### config.mk
export PLATFORM = sky130hd
export DESIGN_NAME = ssd_score_sched
export DESIGN_NICKNAME = d
export VERILOG_FILES = /design/src/rtl/ssd_pkg.sv /design/src/rtl/bin2bcd_seq.sv /design/src/rtl/ssd_score_sched.sv
export SDC_FILE = /design/constraint.sdc
export NUM_CORES = 1
export LEC_CHECK = 0
export BUFFER_PORTS_ARGS = -buffer_cell sky130_fd_sc_hd__buf_2
export CAP_MARGIN = 10
export CORE_MARGIN = 2
export CORE_UTILIZATION = 37
export DETAILED_ROUTE_END_ITERATION = 16
export HOLD_SLACK_MARGIN = 0.05
export PLACE_DENSITY = 0.61
export SETUP_SLACK_MARGIN = 0.1
export SLEW_MARGIN = 15
export SYNTH_ARGS = -nofsm -noshare
export SYNTH_HDL_FRONTEND = slang
export SYNTH_SLANG_ARGS = --single-unit
export TNS_END_PERCENT = 50
### constraint.sdc
create_clock -name clk -period 5.8 [get_ports clk]
set_clock_uncertainty 0.1 [all_clocks]
set_input_delay 0.58 -clock clk [delete_from_list [all_inputs] [get_ports clk]]
set_output_delay 0.58 -clock clk [all_outputs]
set_load 0.02 [all_outputs]
### src/rtl/ssd_pkg.sv
// Shared types and constants for the seven-segment score scheduler.
// Optional build macro used by the design: OVERFLOW_SAT_EN.
package ssd_pkg;

  localparam logic [3:0] BCD_DASH = 4'hA;
  localparam int         MAX_DISP = 9999;

  typedef enum logic [1:0] {IDLE, LOAD, SHIFT, DONE} conv_state_t;
  typedef logic [3:0] bcd_t;

  // Double-dabble correction: add 3 to every BCD nibble that is 5 or more.
  function automatic logic [15:0] add3_adjust(input logic [15:0] bcd);
    logic [15:0] res;
    res = bcd;
    for (int i = 0; i < 4; i++) begin
      if (bcd[i*4 +: 4] >= 4'd5) begin
        res[i*4 +: 4] = bcd[i*4 +: 4] + 4'd3;
      end
    end
    return res;
  endfunction

endpackage

### src/rtl/bin2bcd_seq.sv
// Sequential binary-to-BCD converter (shift-add-3), one bit per cycle.
// Build macro: OVERFLOW_SAT_EN.
//   defined   : values above 9999 are clamped to 9999 and converted.
//   undefined : values above 9999 skip the shift phase and flag ovf_o.
// Handshake: start_i is honoured only in IDLE; done_o is high for the single
// DONE cycle, during which bcd_o and ovf_o hold the finished result.
module bin2bcd_seq
  import ssd_pkg::*;
#(
  parameter int VAL_W = 14
) (
  input  logic             clk,
  input  logic             rst_n,
  input  logic             start_i,
  input  logic [VAL_W-1:0] value_i,
  output logic             busy_o,
  output logic             done_o,
  output logic             ovf_o,
  output logic [15:0]      bcd_o,
  output conv_state_t      state_o
);

  localparam int               CNT_W = $clog2(VAL_W + 1);
  localparam logic [VAL_W-1:0] MAX_V = VAL_W'(MAX_DISP);
  localparam logic [CNT_W-1:0] LAST_IT = CNT_W'(VAL_W - 1);

  conv_state_t      state_q, state_d;
  logic [VAL_W-1:0] bin_q, bin_d;
  logic [15:0]      bcd_q, bcd_d;
  logic [CNT_W-1:0] cnt_q, cnt_d;
  logic             ovf_q, ovf_d;
  logic [15:0]      adj;
  logic             over;

  assign over = (value_i > MAX_V);

  // Next-state and datapath control for the conversion sequence.
  always_comb begin
    state_d = state_q;
    bin_d   = bin_q;
    bcd_d   = bcd_q;
    cnt_d   = cnt_q;
    ovf_d   = ovf_q;
    adj     = add3_adjust(bcd_q);
    case (state_q)
      IDLE: begin
        if (start_i) begin
          state_d = LOAD;
`ifdef OVERFLOW_SAT_EN
          bin_d = over ? MAX_V : value_i;
          ovf_d = 1'b0;
`else
          bin_d = value_i;
          ovf_d = over;
`endif
        end
      end
      LOAD: begin
        bcd_d   = '0;
        cnt_d   = '0;
        state_d = ovf_q ? DONE : SHIFT;
      end
      SHIFT: begin
        {bcd_d, bin_d} = {adj, bin_q} << 1;
        cnt_d          = cnt_q + CNT_W'(1);
        if (cnt_q == LAST_IT) begin
          state_d = DONE;
        end
      end
      DONE: begin
        state_d = IDLE;
      end
      default: begin
        state_d = IDLE;
      end
    endcase
  end

  // State and datapath registers.
  always_ff @(posedge clk or negedge rst_n) begin
    if (!rst_n) begin
      state_q <= IDLE;
      bin_q   <= '0;
      bcd_q   <= '0;
      cnt_q   <= '0;
      ovf_q   <= 1'b0;
    end else begin
      state_q <= state_d;
      bin_q   <= bin_d;
      bcd_q   <= bcd_d;
      cnt_q   <= cnt_d;
      ovf_q   <= ovf_d;
    end
  end

  assign busy_o  = (state_q != IDLE);
  assign done_o  = (state_q == DONE);
  assign ovf_o   = ovf_q;
  assign bcd_o   = bcd_q;
  assign state_o = state_q;

endmodule

### src/rtl/ssd_score_sched.sv
// Seven-segment display scheduler: arbitrates live score (A) and high score
// (B), alternates between them on a dwell timer, and converts the chosen
// value to four stable BCD digits.
// Build macro: OVERFLOW_SAT_EN (values above 9999 show 9999 instead of dashes).
// Handshake: a transfer on source x happens on any edge where x_valid and
// x_ready are both high; x_ready drops only while source x is being converted.
module ssd_score_sched
  import ssd_pkg::*;
#(
  parameter int VAL_W        = 14,
  parameter int DWELL_CYCLES = 200_000_000,
  parameter int DWELL_W      = 28
) (
  input  logic             clk,
  input  logic             rst_n,
  input  logic             a_valid,
  input  logic [VAL_W-1:0] a_data,
  output logic             a_ready,
  input  logic             b_valid,
  input  logic [VAL_W-1:0] b_data,
  output logic             b_ready,
  input  logic             alt_en,
  input  logic             src_sel,
  output bcd_t             dig0,
  output bcd_t             dig1,
  output bcd_t             dig2,
  output bcd_t             dig3,
  output logic             cur_src,
  output logic             busy,
  output logic             upd,
  output conv_state_t      dbg_state
);

  localparam logic [DWELL_W-1:0] DWELL_LAST = DWELL_W'(DWELL_CYCLES - 1);

  logic [VAL_W-1:0]   val_a_q, val_b_q;
  logic               dirty_a_q, dirty_a_d;
  logic               dirty_b_q, dirty_b_d;
  logic               cur_src_q, cur_src_d;
  logic [DWELL_W-1:0] dwell_q, dwell_d;
  logic               alt_phase_q, alt_phase_d;
  bcd_t               dig0_q, dig1_q, dig2_q, dig3_q;
  logic               upd_q;

  logic               tgt, dirty_tgt, start;
  logic [VAL_W-1:0]   val_tgt;
  logic               conv_busy, conv_done, conv_ovf;
  logic [15:0]        conv_bcd;
  conv_state_t        conv_state;
  logic               acc_a, acc_b;

  assign tgt       = alt_en ? alt_phase_q : src_sel;
  assign dirty_tgt = tgt ? dirty_b_q : dirty_a_q;
  assign val_tgt   = tgt ? val_b_q : val_a_q;
  assign start     = (conv_state == IDLE) && ((tgt != cur_src_q) || dirty_tgt);

  assign a_ready = !(conv_busy && !cur_src_q);
  assign b_ready = !(conv_busy && cur_src_q);
  assign acc_a   = a_valid && a_ready;
  assign acc_b   = b_valid && b_ready;

  bin2bcd_seq #(
    .VAL_W (VAL_W)
  ) u_conv (
    .clk     (clk),
    .rst_n   (rst_n),
    .start_i (start),
    .value_i (val_tgt),
    .busy_o  (conv_busy),
    .done_o  (conv_done),
    .ovf_o   (conv_ovf),
    .bcd_o   (conv_bcd),
    .state_o (conv_state)
  );

  // Dirty flags and source selection; a new transfer wins over the clear.
  always_comb begin
    dirty_a_d = dirty_a_q;
    dirty_b_d = dirty_b_q;
    cur_src_d = cur_src_q;
    if (start) begin
      cur_src_d = tgt;
      if (tgt) dirty_b_d = 1'b0;
      else     dirty_a_d = 1'b0;
    end
    if (acc_a) dirty_a_d = 1'b1;
    if (acc_b) dirty_b_d = 1'b1;
  end

  // Dwell timer: counts only in alternate mode, flips the phase on wrap.
  always_comb begin
    dwell_d     = dwell_q;
    alt_phase_d = alt_phase_q;
    if (alt_en) begin
      if (dwell_q == DWELL_LAST) begin
        dwell_d     = '0;
        alt_phase_d = !alt_phase_q;
      end else begin
        dwell_d = dwell_q + DWELL_W'(1);
      end
    end else begin
      dwell_d = '0;
    end
  end

  // Requester values, flags, selection and dwell registers.
  always_ff @(posedge clk or negedge rst_n) begin
    if (!rst_n) begin
      val_a_q     <= '0;
      val_b_q     <= '0;
      dirty_a_q   <= 1'b1;
      dirty_b_q   <= 1'b1;
      cur_src_q   <= 1'b0;
      dwell_q     <= '0;
      alt_phase_q <= 1'b0;
    end else begin
      if (acc_a) val_a_q <= a_data;
      if (acc_b) val_b_q <= b_data;
      dirty_a_q   <= dirty_a_d;
      dirty_b_q   <= dirty_b_d;
      cur_src_q   <= cur_src_d;
      dwell_q     <= dwell_d;
      alt_phase_q <= alt_phase_d;
    end
  end

  // Digit outputs only load from a finished conversion; upd marks the load.
  always_ff @(posedge clk or negedge rst_n) begin
    if (!rst_n) begin
      dig0_q <= '0;
      dig1_q <= '0;
      dig2_q <= '0;
      dig3_q <= '0;
      upd_q  <= 1'b0;
    end else begin
      upd_q <= conv_done;
      if (conv_done) begin
        if (conv_ovf) begin
          dig0_q <= BCD_DASH;
          dig1_q <= BCD_DASH;
          dig2_q <= BCD_DASH;
          dig3_q <= BCD_DASH;
        end else begin
          dig0_q <= conv_bcd[3:0];
          dig1_q <= conv_bcd[7:4];
          dig2_q <= conv_bcd[11:8];
          dig3_q <= conv_bcd[15:12];
        end
      end
    end
  end

  assign dig0      = dig0_q;
  assign dig1      = dig1_q;
  assign dig2      = dig2_q;
  assign dig3      = dig3_q;
  assign cur_src   = cur_src_q;
  assign busy      = conv_busy;
  assign upd       = upd_q;
  assign dbg_state = conv_state;

endmodule

## Word-level counts from Yosys, hierarchy flattened

Index checks and enable logic that the tools add are counted.

| word-level totals | value |
|---|---|
| bits in registers | 114 |
| input bits | 34 |
| output and inout bits | 23 |
| word-level logic and storage cells | 87 |

| operators by class | value |
|---|---|
| $add $sub $neg | 6 |
| magnitude comparators | 5 |
| equality and inequality tests | 9 |
| mux-type cells | 27 |
| reductions and logical operators | 23 |

Operators by type and width:

| cell | count |
|---|---|
| 2-to-1 mux 28 bit | 2 |
| one-hot mux 16 bit (2 select lines) | 1 |
| adder 28 x 1 -> 28 bit (second input constant) | 1 |
| equality test 28 bit (second input constant) | 1 |
| 2-to-1 mux 14 bit | 2 |
| 2-to-1 mux 4 bit | 7 |
| one-hot mux 14 bit (2 select lines) | 1 |
| greater-or-equal comparator 4 x 3 -> 1 bit (second input constant) | 4 |
| > comparator 14 bit (second input constant) | 1 |
| adder 4 x 2 -> 4 bit (second input constant) | 3 |
| AND reduction 2 bit | 6 |
| nonzero test 2 bit | 6 |
| 2-to-1 mux 1 bit | 9 |
| one-hot mux 2 bit (4 select lines) | 1 |
| one-hot mux 4 bit (2 select lines) | 1 |
| logical AND 1 bit | 5 |
| adder 4 x 1 -> 4 bit (second input constant) | 1 |
| equality test 2 bit (second input constant) | 2 |
| equality test 4 bit (second input constant) | 1 |
| logical NOT 1 bit | 4 |
| 2-to-1 mux 2 bit | 2 |
| != test 2 x 1 -> 1 bit (second input constant) | 2 |
| adder 3 x 2 -> 3 bit (second input constant) | 1 |
| 2-to-1 mux 3 bit | 1 |
| other kinds (5) | 5 |

## Logic depth before layout (Yosys ltp)

| logic depth | value |
|---|---|
| depth after elaboration | 6 |
| depth in mapped cells | 8 |
| mapped depth without buffers | 6 |

## By module

A second synthesis with hierarchy kept.

| unflattened totals | value |
|---|---|
| cells, all modules | 527 |
| area, all modules | 5,590.4 um2 |

Modules (own cells, without submodules):

| module | instances | cells each | area an instance (um2) | sequential area each (um2) |
|---|---|---|---|---|
| ssd_score_sched | 1 | 319 | 3,522.1 | 1,929.4 |
| bin2bcd_seq | 1 | 208 | 2,068.2 | 925.9 |

## Worst setup path after synthesis

Ideal clock, no wire load.

| timing path | value |
|---|---|
| path kind | reg2reg |
| start point | register u_conv.state_q[0] (netlist: u_conv.state_o[0]) |
| end point | register val_b_q[10] |
| setup time | 0.125 ns |
| arrival time | 2.313 ns |
| required time | 5.575 ns |
| path slack | 3.263 ns |
| stages on the path, launching flop included | 9 |
| buffers on the path | 2 |
| period minus slack after synthesis | 2.537 ns |
| cell sequence | dfrtp_1 > inv_1 > ha_1 > clkbuf_1 > inv_1 > nand2_1 > nand2_1 > clkbuf_1 > mux2_2 |

| between the ends | value |
|---|---|
| longest elaborated chain between the ends | 4 |

Ends and longest elaborated chain:

| what | RTL line | text |
|---|---|---|
| from (decl) | bin2bcd_seq.sv:27 | `conv_state_t state_q, state_d;` |
| from (signal assigned) | bin2bcd_seq.sv:88 | `state_q <= state_d;` |
| nonzero test 2 bit | bin2bcd_seq.sv:96 | `assign busy_o = (state_q != IDLE);` |
| via busy | ssd_score_sched.sv:29 | `output logic busy,` |
| logical AND 1 bit | ssd_score_sched.sv:58 | `assign b_ready = !(conv_busy && cur_src_q);` |
| logical NOT 1 bit | ssd_score_sched.sv:58 |  |
| via b_ready | ssd_score_sched.sv:21 | `output logic b_ready,` |
| logical AND 1 bit | ssd_score_sched.sv:60 | `assign acc_b = b_valid && b_ready;` |
| to (signal assigned) | ssd_score_sched.sv:118 | `if (acc_b) val_b_q <= b_data;` |
| to (decl) | ssd_score_sched.sv:36 | `logic [VAL_W-1:0] val_a_q, val_b_q;` |

The timed path passes the listed nets, and every way through them passes these cells.
A chain may end at the register's enable or synchronous reset.

## Worst setup path after layout

| timing path | value |
|---|---|
| start point | register alt_phase_q |
| end point | register u_conv.bin_q[0] |

| between the ends | value |
|---|---|
| longest elaborated chain between the ends | 6 |
| elaborated cells on any way between the ends | 10 |
| those cells by class | eq/ne (2); mux (5); reduce/logical (3) |

Ends and longest elaborated chain:

| what | RTL line | text |
|---|---|---|
| from (decl) | ssd_score_sched.sv:41 | `logic alt_phase_q, alt_phase_d;` |
| from (signal assigned) | ssd_score_sched.sv:123 | `alt_phase_q <= alt_phase_d;` |
| 2-to-1 mux 1 bit (*) | ssd_score_sched.sv:52 | `assign tgt = alt_en ? alt_phase_q : src_sel;` |
| != test 1 bit / 2-to-1 mux 1 bit (equally long branches) | ssd_score_sched.sv:55, ssd_score_sched.sv:53 |  |
| logical OR 1 bit | ssd_score_sched.sv:55 | `assign start = (conv_state == IDLE) && ((tgt != cur_src_q) \|\| dirty_tgt);` |
| logical AND 1 bit | ssd_score_sched.sv:55 |  |
| != test 2 bit (no source line) | -- |  |
| AND reduction 2 bit (no source line) | -- |  |
| to (signal assigned) | bin2bcd_seq.sv:89 | `bin_q <= bin_d;` |
| to (decl) | bin2bcd_seq.sv:28 | `logic [VAL_W-1:0] bin_q, bin_d;` |

Every way passes the cells marked *; elsewhere a longest branch is shown, timed or not. The select of a mux whose other input is x is not followed.

==> Flow_metrics.wiki <==
{| class="wikitable"
! Metric !! Value
|-
| Max-Slew Margin vs Limit || between 30% and 40%
|-
| Remaining global-route overflow || 0
|-
| Antenna diode instance count || 0
|-
| Clock insertion delay at the later pin of the skew report || roughly 0.41 ns
|-
| CTS Sinks || around 110
|-
| Final sum of negative setup slack || 0 ns
|-
| Arrival time worst endpoint || 2.73 ns
|-
| Fin. Hold Viols || 0
|-
| Number of cells on the worst reg-to-reg path || 6
|-
| Endpoint type of the worst setup path || register
|-
| Die width || about 130 um
|-
| PD cells || 486.2 nW/um2
|-
| CTS clock-pin slew for the worst setup and hold paths || ~0.05 ns
|-
| Sequential fraction of the synthesis area || 51.27%
|-
| Dominant combinational cell family by area after synthesis || simple AND/OR/NAND/NOR gates
|-
| DP HPWL || slightly below 8 mm
|-
| Nature of the critical path startpoint || register
|-
| Wire length after detailed routing || ~11 mm
|-
| Cells after synthesis || 522
|-
| # H-tree levels || 4
|-
| Detailed-route via count || about 4000
|-
| Antenna Nets Post-Route || 0
|-
| Number of top-level pins || 57
|-
| Number of vias per cell after detailed routing || ~5
|-
| Syn_nets || 571
|-
| Register-to-register path setup slack || 3.26 ns
|-
| Worst hold-check slack || about 0.11 ns
|-
| Xor and xnor fraction of the mapped netlist area || between 3 and 4%
|-
| Final Max Tran Viols || 0
|-
| Total global-route track usage || ~15%
|-
| Worst IR drop on VDD || ~0.47 mV
|-
| Clock period minus final worst setup slack || between 2 and 3 ns
|-
| Syn. warnings || 0
|-
| Leakage power total || about 2.9 nW
|-
| Capture point of the worst reg-to-reg path || u_conv.bin_q[0]$_DFFE_PN0P_
|-
| Initial antenna violation count || 1
|-
| Setup repair after global routing missed its margin || false
|-
| Max frequency || about 390 MHz
|-
| Simple-Gate Fraction of Synth Area || between 10 and 15%
|-
| Port Buffer Count || 56
|-
| Main synth FF type || sky130_fd_sc_hd__dfrtp_1
|-
| Die Footprint || 16050 um2
|-
| Number of global-route vias before repair || around 4000
|-
| Worst Setup Path Type || register to register
|-
| Pin count of the biggest net entering global routing || 62
|-
| Transition time at the pin with the least slew margin || 1.013 ns
|-
| Total number of placement rows || between 40 and 50
|-
| Share of cell area taken by muxes after synthesis || between 10% and 20%
|-
| Synth Register Bits || roughly 110
|-
| Routability Congestion || roughly 0.76
|-
| Vertical die dimension || between 100 and 150 um
|-
| Initial DRC count || 186
|-
| Critical register-to-register path startpoint || alt_phase_q$_DFFE_PN0P_
|-
| Fraction of registers with async set or reset after synthesis || 100.0%
|-
| Share of cells above drive strength 1 || around 26%
|-
| Number of nets in the layout || 624
|-
| Outcome || completed
|-
| Count of final setup violators || 0
|-
| Post-CTS Setup Bufs || 0
|-
| Class of the most critical hold timing path || primary input to asynchronous set/reset pin
|-
| Mean cell area of the mapped netlist || 10.67 um2
|-
| Total standard cell area after synthesis || 5569 um2
|-
| Clock buffers created by TritonCTS || 17
|-
| Critical-path maximum fanout || 20
|-
| Initial cell density of the core || about two fifths
|-
| Tcrit/Tclk final || 43.73%
|-
| Longest Clk Path Bufs || 2
|-
| Cts repair resizes || 0
|-
| Area fraction in compound gates after synthesis || ~10%
|-
| Core region area || roughly 15000 um2
|-
| CTS tree || done
|-
| Synthesis-to-layout area growth || 18.45%
|-
| Clock Tree Root || sky130_fd_sc_hd__clkbuf_16
|-
| Average detailed-routed wire length per instance || 14.60 um
|-
| Post-synthesis share of cell area spent on full adders, half adders and majority gates || under 10%
|-
| Netlist cell types || 51
|-
| Number of maximum-capacitance constraint violations || 0
|-
| Number of buffers added to fix hold violations after cts || 0
|-
| Final routed DRC violation total || 0
|-
| Number of enable-type register cells in the synthesized netlist || 0
|-
| Required time of the critical path || approximately 6.0 ns
|-
| Wire length of the first global-routing pass || around 20 mm
|-
| Detailed-routing iteration count for the pre-antenna-repair pass || 4
|}
how the worst max path moves through the flow:
stage	startpoint	endpoint	slack, ns	depth (start not counted)
floorplan	u_conv.state_o[0]$_DFFE_PN0P_	val_b_q[10]$_DFFE_PN0P_	3.26	8
global placement	alt_en	u_conv.bin_q[3]$_DFFE_PN0P_	2.97	7
detailed placement	alt_en	u_conv.bin_q[5]$_DFFE_PN0P_	2.85	7
CTS	alt_phase_q$_DFFE_PN0P_	u_conv.bin_q[0]$_DFFE_PN0P_	3.26	6
global route	u_conv.state_o[0]$_DFFE_PN0P_	u_conv.bcd_o[12]$_DFFE_PN0P_	3.01	4
finish	alt_phase_q$_DFFE_PN0P_	u_conv.bin_q[0]$_DFFE_PN0P_	3.26	6
cell usage after synthesis (3+ instances only):
library cell / count / area share [%]
sky130_fd_sc_hd__xor2_1: 5 / 0.79
sky130_fd_sc_hd__xnor2_1: 16 / 2.5
sky130_fd_sc_hd__mux2_2: 48 / 9.7
sky130_fd_sc_hd__and2_1: 3 / 0.34
sky130_fd_sc_hd__nand2b_1: 4 / 0.45
sky130_fd_sc_hd__inv_1: 33 / 2.2
sky130_fd_sc_hd__mux2i_1: 18 / 3.2
sky130_fd_sc_hd__nor2_1: 34 / 2.3
sky130_fd_sc_hd__clkbuf_1: 15 / 1.0
sky130_fd_sc_hd__nand4_1: 5 / 0.56
sky130_fd_sc_hd__ha_1: 15 / 3.4
sky130_fd_sc_hd__o31ai_1: 9 / 1.2
sky130_fd_sc_hd__a21oi_1: 25 / 2.2
sky130_fd_sc_hd__o22ai_1: 13 / 1.5
sky130_fd_sc_hd__nand2_1: 36 / 2.4
sky130_fd_sc_hd__a31oi_1: 4 / 0.45
sky130_fd_sc_hd__nor3_1: 10 / 0.90
sky130_fd_sc_hd__or3_1: 3 / 0.34
sky130_fd_sc_hd__or4_1: 10 / 1.3
sky130_fd_sc_hd__dfrtp_1: 112 / 50
sky130_fd_sc_hd__nand3_1: 17 / 1.5
sky130_fd_sc_hd__nand3b_1: 10 / 1.3
sky130_fd_sc_hd__nor4_1: 6 / 0.67
sky130_fd_sc_hd__o21ai_0: 32 / 2.9
sky130_fd_sc_hd__buf_2: 5 / 0.45
logic make-up after synthesis:
| family | Yosys count |
|---|---|
| fa+ha+maj | 15 |
| xor+xnor | 21 |
| compound gates | 94 |
| buf+inv | 59 |
| flops | 114 |
| simple gates | 153 |
| mux | 66 |
critical path: stages, from the launching register on:
cell and delay [ns]:
sky130_fd_sc_hd__dfrtp_1 0.39, sky130_fd_sc_hd__mux2i_2 0.15, sky130_fd_sc_hd__buf_4 0.32, sky130_fd_sc_hd__mux2i_1 0.20
sky130_fd_sc_hd__mux2i_1 0.61, sky130_fd_sc_hd__buf_4 0.29, sky130_fd_sc_hd__mux2_2 0.35
where the power goes:
group | leakage, nW | internal (W) | switching, W | total (W)
combinational | 1.11 | 0.000421 | 0.000523 | 0.000944
clock | 0.302 | 0.000716 | 0.000357 | 0.00107
sequential | 1.46 | 0.00103 | 0.000163 | 0.00119
registers in the layout (all words and copies together), names as in the netlist, 2 cells and up:
name and cells:
dig2 4, u_conv.state_o 2, u_conv.cnt_q 4, val_a_q 14, dig3 4, dwell_q 28
dig0 4, dig1 4, u_conv.bin_q 14, u_conv.bcd_o 16, val_b_q 14
cell type report:
cell class	instances	area, um2
Clock buffer	22	484.2
Clock inverter	10	130.1
Fill cell	1379	8048
Inverter	33	123.9
Multi-Input combinational cell	349	2460
Sequential cell	114	2855
Tap cell	184	230.2
Timing Repair Buffer	60	312.8
per-layer routing:
| layer | wire length [um] | vias to the layer above | global-route usage [%] |
|---|---|---|---|
| met5 | 17 | - | 0 |
| met4 | 184 | 2 | 6.206 |
| met3 | 441 | 21 | 4.175 |
| met2 | 5369 | 76 | 24.48 |
| met1 | 5258 | 1915 | 19.43 |
| li1 | - | 1943 | - |
metrics by stage:
step	power, W	cell area, um2	worst slack (ns)	std cells	util [%]
2_1_floorplan	0.001881	5569	3.263	522	-
3_3_place_gp	0.002101	5982	2.973	740	40.85
3_5_place_dp	0.002155	5982	2.847	740	40.85
4_1_cts	0.003239	6596	3.256	772	45.04
5_1_grt	0.003411	6596	3.011	772	45.04
6_report	0.003207	6596	3.263	772	45.04
placed cells by master (no fill, tap or decap), types with 13 or more instances in the layout:
cell and count:
sky130_fd_sc_hd__inv_1 33, sky130_fd_sc_hd__xnor2_1 16, sky130_fd_sc_hd__buf_2 55, sky130_fd_sc_hd__clkbuf_16 17, sky130_fd_sc_hd__mux2_2 48, sky130_fd_sc_hd__nor2_1 34
sky130_fd_sc_hd__o22ai_1 13, sky130_fd_sc_hd__mux2i_1 17, sky130_fd_sc_hd__o21ai_0 32, sky130_fd_sc_hd__nand2_1 36, sky130_fd_sc_hd__a21oi_1 25, sky130_fd_sc_hd__ha_1 15
sky130_fd_sc_hd__nand3_1 17, sky130_fd_sc_hd__dfrtp_1 112
No activity file was read; power rests on OpenSTA's default activity.
